[config.mk]
export PLATFORM = sky130hd
export DESIGN_NAME = led_blink_arbiter
export DESIGN_NICKNAME = d
export VERILOG_FILES = /design/src/rtl/led_blink_arbiter.sv
export SDC_FILE = /design/constraint.sdc
export NUM_CORES = 1
export LEC_CHECK = 0
export CAP_MARGIN = 20
export CORE_ASPECT_RATIO = 1.1
export CORE_UTILIZATION = 46
export CTS_CLUSTER_SIZE = 16
export DETAILED_ROUTE_END_ITERATION = 6
export GPL_TIMING_DRIVEN = 0
export PLACE_DENSITY = 0.75
export SYNTH_ARGS = -nofsm -noshare
export SYNTH_HDL_FRONTEND = slang
export SYNTH_SLANG_ARGS = --single-unit
[constraint.sdc]
create_clock -name clk -period 2.4 [get_ports clk]
set_clock_uncertainty 0.2 [all_clocks]
set_input_delay 0.36 -clock clk [delete_from_list [all_inputs] [get_ports clk]]
set_output_delay 0.36 -clock clk [all_outputs]
set_load 0.005 [all_outputs]
[src/rtl/led_blink_arbiter.sv]
// led_blink_arbiter: shares one board LED between N_REQ requesters.
// Requests are latched, granted round-robin, and each grant plays
// (index+1) blinks followed by a quiet gap, then a one-cycle done pulse.
//
// state | meaning
// IDLE  | no pattern running; grant the next pending requester
// ON    | LED lit for ON_CYC cycles of the current blink
// OFF   | LED dark for OFF_CYC cycles after a blink
// GAP   | LED dark for GAP_CYC cycles after the last blink
module led_blink_arbiter #(
  parameter int N_REQ   = 4,
  parameter int ON_CYC  = 4,
  parameter int OFF_CYC = 4,
  parameter int GAP_CYC = 8,
  parameter int TMR_W   = 8
) (
  input  logic                       clk,
  input  logic                       rst,
  input  logic [N_REQ-1:0]           key_touch,
  output logic                       led,
  output logic                       busy,
  output logic [$clog2(N_REQ)-1:0]   grant_id,
  output logic [N_REQ-1:0]           pend,
  output logic [N_REQ-1:0]           done
);

  localparam int ID_W  = $clog2(N_REQ);
  localparam int CNT_W = ID_W + 1;

  localparam logic [1:0] S_IDLE = 2'd0;
  localparam logic [1:0] S_ON   = 2'd1;
  localparam logic [1:0] S_OFF  = 2'd2;
  localparam logic [1:0] S_GAP  = 2'd3;

  logic [1:0]       state;
  logic [TMR_W-1:0] timer;
  logic [CNT_W-1:0] blink_cnt;
  logic [ID_W-1:0]  rr_ptr;

  logic             pick_vld;
  logic [ID_W-1:0]  pick;
  logic [N_REQ-1:0] grant_mask;
  logic             grant;

  assign busy  = (state != S_IDLE);
  assign grant = (state == S_IDLE) && pick_vld;

  // Round-robin search: walk from the farthest slot back toward rr_ptr so the
  // nearest pending requester at or after rr_ptr is the last one written.
  always_comb begin
    int j;
    j        = 0;
    pick_vld = 1'b0;
    pick     = '0;
    for (int k = N_REQ - 1; k >= 0; k--) begin
      j = int'(rr_ptr) + k;
      if (j >= N_REQ) j = j - N_REQ;
      if (pend[j]) begin
        pick_vld = 1'b1;
        pick     = ID_W'(j);
      end
    end
  end

  // One-hot clear mask for the requester being granted this cycle.
  always_comb begin
    grant_mask = '0;
    if (grant) grant_mask = N_REQ'(1) << pick;
  end

  // Pending latch: a new touch in the grant cycle wins over the clear.
  always_ff @(posedge clk) begin
    if (rst) pend <= '0;
    else     pend <= (pend & ~grant_mask) | key_touch;
  end

  // Blink sequencer: phase timer counts down, terminal count advances state.
  always_ff @(posedge clk) begin
    if (rst) begin
      state     <= S_IDLE;
      led       <= 1'b0;
      timer     <= '0;
      blink_cnt <= '0;
      grant_id  <= '0;
      rr_ptr    <= '0;
      done      <= '0;
    end else begin
      done <= '0;
      case (state)
        S_IDLE: begin
          if (grant) begin
            grant_id  <= pick;
            blink_cnt <= CNT_W'(pick) + CNT_W'(1);
            timer     <= TMR_W'(ON_CYC - 1);
            led       <= 1'b1;
            state     <= S_ON;
          end
        end
        S_ON: begin
          if (timer == '0) begin
            led       <= 1'b0;
            timer     <= TMR_W'(OFF_CYC - 1);
            blink_cnt <= blink_cnt - CNT_W'(1);
            state     <= S_OFF;
          end else begin
            timer <= timer - TMR_W'(1);
          end
        end
        S_OFF: begin
          if (timer == '0) begin
            if (blink_cnt != '0) begin
              led   <= 1'b1;
              timer <= TMR_W'(ON_CYC - 1);
              state <= S_ON;
            end else begin
              timer <= TMR_W'(GAP_CYC - 1);
              state <= S_GAP;
            end
          end else begin
            timer <= timer - TMR_W'(1);
          end
        end
        default: begin
          if (timer == '0) begin
            done   <= N_REQ'(1) << grant_id;
            rr_ptr <= (grant_id == ID_W'(N_REQ - 1)) ? '0 : grant_id + ID_W'(1);
            state  <= S_IDLE;
          end else begin
            timer <= timer - TMR_W'(1);
          end
        end
      endcase
    end
  end

endmodule
Word level (Yosys, flattened, before mapping)

Index checks and enable logic that the tools add are counted.

Register bits after elaboration: 26
Input port bits: 6
Output and inout port bits: 12
Logic and storage cells: 104

$add $sub $neg: 11
Order comparisons: 8
Eq/ne operators: 8
Shifts and indexed selects: 2
Muxes and demuxes: 46
Bitwise gates (word level): 5
Reduce and logical (&&, ||, !) cells: 16

Operators with widths:

| operator                                                     | number |
|---|---|
| less-than comparator 32 x 4 -> 1 bit (second input constant) | 4 |
| 2-to-1 mux 32 bit                                            | 4 |
| 2-to-1 mux 8 bit                                             | 4 |
| one-hot mux 8 bit (3 select lines)                           | 1 |
| 2-to-1 mux 2 bit                                             | 10 |
| 2-to-1 mux 1 bit                                             | 16 |
| subtractor 3 x 3 -> 4 bit (second input constant)            | 3 |
| greater-or-equal comparator 3 bit (second input constant)    | 3 |
| 2-to-1 mux 3 bit                                             | 3 |
| binary-select mux 1 bit (select 2 bit)                       | 4 |
| zero test 8 bit                                              | 1 |
| inequality test 2 bit (second input constant)                | 4 |
| left shift 1 x 2 -> 4 bit (first input constant)             | 2 |
| subtractor 8 x 1 -> 8 bit (second input constant)            | 1 |
| adder 2 x 1 -> 3 bit (second input constant)                 | 2 |
| adder 2 x 2 -> 3 bit (second input constant)                 | 2 |
| one-hot mux 2 bit (3 select lines)                           | 1 |
| one-hot mux 3 bit (2 select lines)                           | 1 |
| AND reduction 2 bit                                          | 3 |
| nonzero test 2 bit                                           | 3 |
| nonzero test 3 bit                                           | 2 |
| AND reduction 5 bit                                          | 1 |
| OR reduction 5 bit                                           | 1 |
| AND 4 bit                                                    | 1 |
| 17 further kinds                                             | 19 |

Logic depth before layout (Yosys ltp)

Gate-level depths: netlist of run 1.

Word-level depth: 15
Depth in mapped cells: 8
Depth with buffers taken out: 7

Worst setup path before layout of run 1

No wires, ideal clock.

Path kind: reg-to-reg
Start point: register state[0]
End point: register timer[2]
Library setup time: 0.132 ns
Data arrival time: 1.814 ns
Required time: 2.068 ns
Slack: 0.254 ns
Stages on the path, launching flop included: 8
Buffers on the path: 1
Period minus slack after synthesis: 2.146 ns
Path through: dfxtp_1 ha_1 clkbuf_1 or4b_2 o21ai_1 a21oi_1 a211oi_1 nor3_1

Cells in the longest elaborated chain, start to end: 4
Elaborated cells on any way between the ends: 8
Classes of those cells: 4 x eq/ne; 1 x mux; 3 x reduce/logical

Ends and longest elaborated chain:

| item                            | line   | text |
|---|---|---|
| start, declared                 | 35     | `logic [1:0] state;` |
| start signal, assigned          | 80     | `state <= S_IDLE;` |
| start signal, assigned          | 96     | `state <= S_ON;` |
| start signal, assigned          | 104    | `state <= S_OFF;` |
| zero test 2 bit                 | 46, 89 |  |
| logical AND 1 bit               | 46     | `assign grant = (state == S_IDLE) && pick_vld;` |
| inequality test 2 bit (no line) | n/a    |  |
| AND reduction 2 bit (no line)   | n/a    |  |
| end signal, assigned            | 94     | `timer <= TMR_W'(ON_CYC - 1);` |
| end signal, assigned            | 102    | `timer <= TMR_W'(OFF_CYC - 1);` |
| end signal, assigned            | 106    | `timer <= timer - TMR_W'(1);` |
| end, declared                   | 36     | `logic [TMR_W-1:0] timer;` |

Parallel ways exist; a longest one is shown, timed or not.
A chain may end at the register's enable or synchronous reset.

Worst setup path after layout of run 1

Start point: register state[0]
End point: output busy

Cells in the longest elaborated chain, start to end: 1

Ends and longest elaborated chain:

| item               | line | text |
|---|---|---|
| nonzero test 2 bit | 45   | `assign busy = (state != S_IDLE);` |
| end, declared      | 21   | `output logic busy,` |

No other way between the ends.

==> results of run 1 <==
[path summary, 6_finish.rpt]
path	start	end	cells past startpoint	slack [ns]
setup / recovery	state[0]	busy	4	0.05
hold / removal	timer[1]	timer[1]	2	0.31
setup reg to reg	timer[0]	blink_cnt[0]	7	0.17
hold reg to reg	timer[1]	timer[1]	2	0.31
[through the flow]
step	hold slack (ns)	utilization [%]	worst slack, ns	area (um2)	instances
after floorplan	0.260	-	0.254	1500	180
after global placement	0.272	55.3	0.0455	1700	230
after detailed placement	0.296	55.3	0.0298	1700	230
after global routing	0.332	57.5	0.00513	1770	235
final	0.311	57.5	0.0538	1770	235
after CTS	0.312	56.6	0.0522	1740	234
[critical path: stages (launching register included)]
cell             delay (ns)
dfxtp_1                0.41
inv_1                  0.09
ha_1                   0.27
inv_1                  0.15
clkdlybuf4s50_1        0.53
[registers in the layout (all words and copies together) (netlist names)]
register   flops
pend           4
blink_cnt      3
done           4
state          2
rr_ptr         2
timer          8
led            1
grant_id       2
[layer usage]
metal | vias up | global-route usage (%) | wire length [um]
met4 | 0 | 7.67 | 36
met5 | - | 0 | 0
met1 | 685 | 25.4 | 1570
met3 | 6 | 1.86 | 128
met2 | 47 | 39.3 | 1900
li1 | 702 | - | -
[Yosys cell counts (5+ instances only)]
master	instances	share of area, %
nor2_1	25	6.3
mux2i_1	5	3.3
nor3_1	8	2.7
dfxtp_1	26	35
nand2_1	12	3.0
clkbuf_1	5	1.3
inv_1	11	2.8
a21oi_1	19	6.4
ha_1	8	6.7
[report_power, final]
part / internal (W) / switching, W
Clock: 0.0000929 / 0.000134
Sequential: 0.000551 / 0.000144
Combinational: 0.000701 / 0.000939
Total: 0.00134 / 0.00122
[cell families after synthesis]
family | count (synthesis) | share of synthesized area [%]
compound gates | 48 | 22.7
xor+xnor | 1 | 0.585
fa+ha+maj | 8 | 6.69
buf+inv | 17 | 4.26
flops | 26 | 34.8
mux | 5 | 3.34
simple gates | 75 | 27.7
[what timing repair did]
action,4_1_cts,5_1_grt
buffers inserted,0,1
pin swaps,0,1
setup endpoints to repair,1,6
hold endpoints to repair,0,0
resized for setup,1,4
[placed cells by master, fill, tap and decap left out, drive strengths merged, types with 6 or more instances in the layout]
master / netlist / routed
inv: 11 / 11
nor2: 25 / 25
nand2: 13 / 13
clkdlybuf4s50: 0 / 16
clkbuf: 5 / 9
ha: 8 / 8
nor3: 8 / 8
a21oi: 19 / 19
dfxtp: 26 / 26
o21ai: 6 / 6
[area by class of cell]
type                    instances  area [um2]
fillers                       280        1310
multi-input cells             137         938
flip-flops and latches         26         520
repair buffers                 17         168
well taps                      34        42.5
inverters                      11        41.3
clock buffers                   4        36.3
plain buffers                   6        22.5
==> impl_metrics.tcl, run 1 <==
set metrics [dict create \
    route.detailed.wl_per_inst_um 15.5 \
    num_antenna_cells 0 \
    grt_overflow 0 \
    cap_violations 0 \
    cp_max_fo 6 \
    antenna_found_initial 0 \
    ys_warn_count 0 \
    syn_nets 194 \
    clk_pin_slew_worst_paths_ns 0.15 \
    finalPower_w 0.00256 \
    num-nets-final 216 \
    synth_edf_count 0 \
    p_per_area_nw_per_um2 1450 \
    worst_setup_path_end_kind "primary output" \
    grt_max_degree 15 \
    synthArstFlopShare_pct 0 \
    ios 18 \
    cts_tree "done" \
    clock_sinks 26 \
    core_area_um2 3070 \
    initial_core_util_pct 48.7 \
    drt_iter0_drc 83 \
    first_pass_iters 4 \
    grt_pass1_wl_mm 5.74 \
    num_vias 1440 \
    clkLatencyLatePin_ns 0.33 \
    dp_hpwl_mm 2.74 \
    grtUsageTotal_pct 20.9 \
    clock.fmax_mhz 426 \
    syn_area_per_cell_um2 8.31 \
    routed_wl_mm 3.64 \
    startpoint_type "flip-flop" \
    critPathKind "reg2out" \
    die_h_um 61.8 \
    cts_max_level 1 \
    ir_drop_v 0.000944 \
    clock_path_buffers 2 \
    rows 21 \
    cts_root_buf "clkbuf_4" \
    power_leakage_nw 0.686 \
    ant_nets 0 \
    gp_congestion 0.798 \
    die_w_um 56.4 \
    synth.distinct_cells 47 \
    hold_class "reg2reg" \
    drc 0 \
    area_growth_pct 18.2 \
    finalSetupViolations 0 \
    fin_crit_sh_pct 97.8 \
    rsz0062_at_grt "no" \
    drive_gt1_share_pct 7.96 \
    io_buffer_count 16 \
    arrival_ns 1.79 \
    status "finished clean" \
    vias_per_cell 6.13 \
    fin_crit_ns 2.35 \
    tns_ns 0 \
    hold_violations 0 \
    relSlewSlack_pct 61.4 \
    ys_ff_latch 26 \
    critical_path_required_ns 1.84 \
    postSynthCellCount 180 \
    grt_pass1_vias 1301 \
    cts_hold_buf 0 \
    worst_slew_pin_slew_ns 0.574 \
    yosysSeqAreaShare_pct 34.8 \
    synth_flop_cell "dfxtp_1" \
    slew_violations 0 \
    die-area_um2 3490 \
    numCtsBuffers 3 \
    syn-cell-area_um2 1500 \
]
(Power assumes the default switching activity.)
==> run 2, diff against run 1 <==
--- a/config.mk
+++ b/config.mk
@@ -12,6 +12,7 @@
 export DETAILED_ROUTE_END_ITERATION = 6
 export GPL_TIMING_DRIVEN = 0
 export PLACE_DENSITY = 0.75
+export SETUP_SLACK_MARGIN = 0.05
 export SYNTH_ARGS = -nofsm -noshare
 export SYNTH_HDL_FRONTEND = slang
 export SYNTH_SLANG_ARGS = --single-unit
==> constraint.sdc (replaced) <==
create_clock -name clk -period 2.4 [get_ports clk]
set_clock_uncertainty 0.2 [all_clocks]
set_input_delay 0.36 -clock clk [delete_from_list [all_inputs] [get_ports clk]]
set_output_delay 0.36 -clock clk [all_outputs]
set_load 0.02 [all_outputs]
==> run 2 against run 1 <==
- highest routed layer unchanged
- power is 2.1% higher
- clock power barely moved
- worst setup slack gained 0.086 ns
- count of clock-buffer cells in the layout unchanged
- wire length is 0.93% higher
- largest power group unchanged
==> impl_metrics.tcl, run 2 (synthesis results as in run 1) <==
set metrics [dict create \
    cap_violations 0 \
    arrival_ns 2.34 \
    die_h_um 61.8 \
    die-area_um2 3490 \
    cp_max_fo 7 \
    clock_sinks 26 \
    rsz0062_at_grt "yes" \
    grt_overflow 0 \
    path_buf_inv 1 \
    routed_wl_mm 3.67 \
    io_buffer_count 16 \
    top_regs "timer: 8 flops, done: 4 flops, pend: 4 flops" \
    vias_per_cell 6.15 \
    status "finished clean" \
    mostFrequentLayoutCell "dfxtp_1" \
    grt_max_degree 15 \
    initial_core_util_pct 48.7 \
    cts_tree "done" \
    grt_pass1_wl_mm 5.74 \
    num-nets-final 216 \
    core_area_um2 3070 \
    worst_slew_pin_slew_ns 0.575 \
    post_dp_cell_area_um2 1700 \
    die_w_um 56.4 \
    worst_setup_path_end_kind "flip-flop" \
    tns_ns 0 \
    p_per_area_nw_per_um2 1480 \
    fin_crit_sh_pct 94.2 \
    relSlewSlack_pct 61.3 \
    mostFrequentLayoutCells "dfxtp_1 (26), nor2_1 (25), a21oi_1 (19)" \
    ant_nets 0 \
    largest_register_ffs 8 \
    cts_hold_buf 0 \
    clk_pin_slew_worst_paths_ns 0.14 \
    num_antenna_cells 0 \
    first_pass_iters 5 \
    hold_class "reg2reg" \
    power_leakage_nw 0.688 \
    critical_path_required_ns 2.48 \
    clkLatencyLatePin_ns 0.32 \
    slew_violations 0 \
    drt_iter0_drc 89 \
    cts_root_buf "clkbuf_4" \
    crit_family "compound AO/OA/AOI/OAI gates" \
    clock_path_buffers 2 \
    hold_violations 0 \
    grtUsageTotal_pct 20.9 \
    ios 18 \
    route.detailed.wl_per_inst_um 15.6 \
    fin_crit_ns 2.26 \
    dp_hpwl_mm 2.74 \
    rows 21 \
    area_growth_pct 18.1 \
    startpoint_type "flip-flop" \
    fin_area_um2 1770 \
    ir_drop_v 0.000952 \
    regToRegSetupSlack_ns 0.14 \
    antenna_found_initial 0 \
    crit_chain "inv_1, ha_1, nor3b_4, nand2_2, a211o_1, a2111oi_4, a31o_1" \
    hold_ws_ns 0.313 \
    gp_congestion 0.798 \
    clock.fmax_mhz 443 \
    fin_ws_ns 0.140 \
    grt_pass1_vias 1301 \
    regMostFlops "timer" \
    numCtsBuffers 3 \
    fill_cells 279 \
    drive_gt1_share_pct 7.96 \
    drc 0 \
    place_ws_ns 0.0298 \
    cp_slowest_stage_delay_ns 0.39 \
    cp_slowest_cell "dfxtp_1" \
    placed_cells_incl_taps 230 \
    cts_max_level 1 \
    critPathKind "reg2reg" \
    num_vias 1446 \
    instances_no_fill 235 \
    finalSetupViolations 0 \
]
run 2: area by class of cell:
cell class                      count  area [um2]  share of cell area [%]
Sequential cell                    26         520                    29.4
Buffer                              6        22.5                    1.27
Clock buffer                        4        36.3                    2.05
Multi-Input combinational cell    137         938                    53.1
Timing Repair Buffer               17         166                    9.41
Inverter                           11        41.3                    2.34
Tap cell                           34        42.5                    2.41
run 2: timing repair:
| action | in CTS | in global routing |
|---|---|---|
| pin swaps | 0 | 1 |
| cloned | 0 | 0 |
| setup endpoints to repair | 4 | 6 |
| hold endpoints to repair | 0 | 0 |
| resized for setup | 2 | 4 |
| buffers inserted | 0 | 1 |
run 2: layer usage:
metal  up-vias  wire length [um]  part of all wire, %  global-route usage (%)
met3         6               139                  3.8                    1.86
met5         -                 0                    0                       0
met1       697              1580                   43                    25.4
met2        47              1920                   52                    39.3
li1        696                 -                    -                       -
met4         0                35                 0.95                    7.67
run 2: final timing paths:
| path | startpoint | cells after the start | to |
|---|---|---|---|
| worst max register to register | timer[0] | 7 | blink_cnt[0] |
| worst min-delay path | timer[1] | 2 | timer[1] |
| worst min register to register | timer[1] | 2 | timer[1] |
| worst max-delay path | timer[0] | 7 | blink_cnt[0] |
run 2: worst reg2reg max path, cell delays in order (launching register included):
cell,delay [ns]
dfxtp_1,0.39
inv_1,0.08
ha_1,0.22
nor3b_4,0.36
nand2_2,0.17
a211o_1,0.36
a2111oi_4,0.33
a31o_1,0.13
run 2: power by group:
group / switching [W] / internal, W
Combinational: 0.000999 / 0.000694
Sequential: 0.000145 / 0.000551
Clock: 0.000133 / 0.0000929
Total: 0.00128 / 0.00134
run 2: per-stage QoR:
stage,util [%],total power [W]
after CTS,56.5,0.00250
after global routing,57.5,0.00280
final,57.5,0.00261
after global placement,55.3,0.00220
after floorplan,-,0.00189
after detailed placement,55.3,0.00227
==> run 3, diff against run 2 <==
--- a/config.mk
+++ b/config.mk
@@ -11,6 +11,7 @@
 export CTS_CLUSTER_SIZE = 16
 export DETAILED_ROUTE_END_ITERATION = 6
 export GPL_TIMING_DRIVEN = 0
+export MAX_ROUTING_LAYER = met4
 export PLACE_DENSITY = 0.75
 export SETUP_SLACK_MARGIN = 0.05
 export SYNTH_ARGS = -nofsm -noshare
==> run 3 against run 2 <==
- sequential share of layout area stayed put
- die area stayed put
- wire length is 0.22% lower
- first-iteration DRC count is 3.4% lower
- largest cell class unchanged
==> impl_metrics.tcl, run 3 (synthesis results as in run 1) <==
set metrics [dict create \
    status "finished clean" \
    fin_crit_sh_pct 93.8 \
    grt_util_met3_pct 1.86 \
    mostFrequentLayoutCells "dfxtp_1 (26), nor2_1 (25), a21oi_1 (19)" \
    regToRegSetupSlack_ns 0.15 \
    finalSetupViolations 0 \
    vias_per_cell 6.19 \
    drc 0 \
    p_per_area_nw_per_um2 1480 \
    hold_violations 0 \
    rows 21 \
    drive_gt1_share_pct 7.96 \
    hp-start "timer[1]" \
    grt_use_met1_pct 25.4 \
    initial_core_util_pct 48.7 \
    finalPower_w 0.00262 \
    cap_violations 0 \
    regMostFlops "timer" \
    cts_tree "done" \
    cts_max_level 1 \
    worst_r2r_path_depth 7 \
    rr_startpoint "timer[0]" \
    area_growth_pct 18.1 \
    tns_ns 0 \
    io_buffer_count 16 \
    relSlewSlack_pct 61.4 \
    clock_path_buffers 2 \
    cp_slowest_stage_delay_ns 0.38 \
    critPathKind "reg2reg" \
    numCtsBuffers 3 \
    whs_path_depth 2 \
    hold_ws_ns 0.312 \
    clock.fmax_mhz 444 \
    clock_sinks 26 \
    largest_register_ffs 8 \
    path_buf_inv 1 \
    mostFrequentLayoutCell "dfxtp_1" \
    seqCellArea_um2 520 \
    worst_setup_path_end_kind "flip-flop" \
    worst_slew_pin_slew_ns 0.574 \
    rsz0062_at_grt "yes" \
    power_leakage_nw 0.688 \
    die-area_um2 3490 \
    drt_iter0_drc 86 \
    hold_class "reg2reg" \
    die_h_um 61.8 \
    gp_congestion 0.810 \
    die_w_um 56.4 \
    worstHoldEndpoint "timer[1]" \
    grt_util_met2_pct 39.3 \
    antenna_found_initial 0 \
    clkLatencyLatePin_ns 0.33 \
    core_area_um2 3070 \
    grtUsageTotal_pct 21.5 \
    final_util_pct 57.5 \
    dp_hpwl_mm 2.74 \
    routed_wl_mm 3.67 \
    ir_drop_v 0.000955 \
    fill_cells 279 \
    cts_hold_buf 0 \
    first_pass_iters 6 \
    critical_path_required_ns 2.49 \
    arrival_ns 2.34 \
    cp_max_fo 7 \
    grt_max_degree 15 \
    cts_root_buf "clkbuf_4" \
    grt-busiest-layer "met2" \
    clk_pin_slew_worst_paths_ns 0.14 \
    crit_family "compound AO/OA/AOI/OAI gates" \
    r2r-end "blink_cnt[0]" \
    grt_pass1_vias 1300 \
    grt_pass1_wl_mm 5.75 \
    ios 18 \
    num-nets-final 216 \
    placed_cells_incl_taps 230 \
    multi_input_area_um2 938 \
    route.detailed.wl_per_inst_um 15.6 \
    grt_overflow 0 \
    ant_nets 0 \
    instances_no_fill 235 \
    num_antenna_cells 0 \
    crit_chain "inv_1, ha_1, nor3b_4, nand2_2, a211o_1, a2111oi_4, a31o_1" \
    cp_slowest_cell "dfxtp_1" \
    slew_violations 0 \
    startpoint_type "flip-flop" \
    fin_crit_ns 2.25 \
    num_vias 1455 \
    top_regs "timer: 8 flops, done: 4 flops, pend: 4 flops" \
]
run 3: cell counts in the layout (fill, tap and decap cells not counted):
No cell type changed its count.
run 3: final cells by class:
cell class	count	share of cell area, %
flip-flops and latches	26	29.4
plain buffers	6	1.27
repair buffers	17	9.41
multi-input cells	137	53.1
clock buffers	4	2.05
well taps	34	2.41
inverters	11	2.34
run 3: where the power goes:
| part | internal, W | switching (W) | total (W) |
|---|---|---|---|
| logic | 0.000694 | 0.00100 | 0.00169 |
| registers | 0.000551 | 0.000144 | 0.000695 |
| clock network | 0.0000930 | 0.000135 | 0.000228 |
run 3: tightest hold or removal path: stages, from the launching register on:
cell,delay (ns)
dfxtp_1,0.36
nand2_1,0.06
a21oi_1,0.06
run 3: how the worst max path moves through the flow:
stage	to	cells past startpoint	start	slack, ns
after floorplan	timer[2]	7	state[0]	0.25
after global placement	timer[2]	7	state[0]	0.05
after detailed placement	timer[2]	7	state[0]	0.03
after CTS	timer[2]	7	state[0]	0.06
after global routing	blink_cnt[0]	7	timer[0]	0.03
final	blink_cnt[0]	7	timer[0]	0.15
run 3: timing repair:
item / CTS / global route
buffers inserted: 0 / 1
resized for setup: 2 / 4
pin swaps: 0 / 1
endpoints found under the setup margin: 4 / 6
run 3: per-stage QoR:
step / worst slack (ns) / area (um2)
5_1_grt: 0.0251 / 1770
2_1_floorplan: 0.254 / 1500
6_report: 0.149 / 1770
3_5_place_dp: 0.0298 / 1700
3_3_place_gp: 0.0455 / 1700
4_1_cts: 0.0592 / 1740
run 3: per-layer routing:
metal  part of all wire [%]  up-vias
met3                    4.4        8
met2                     51       58
met4                    1.3        0
met1                     43      689
li1                       -      700
met5                      0        -
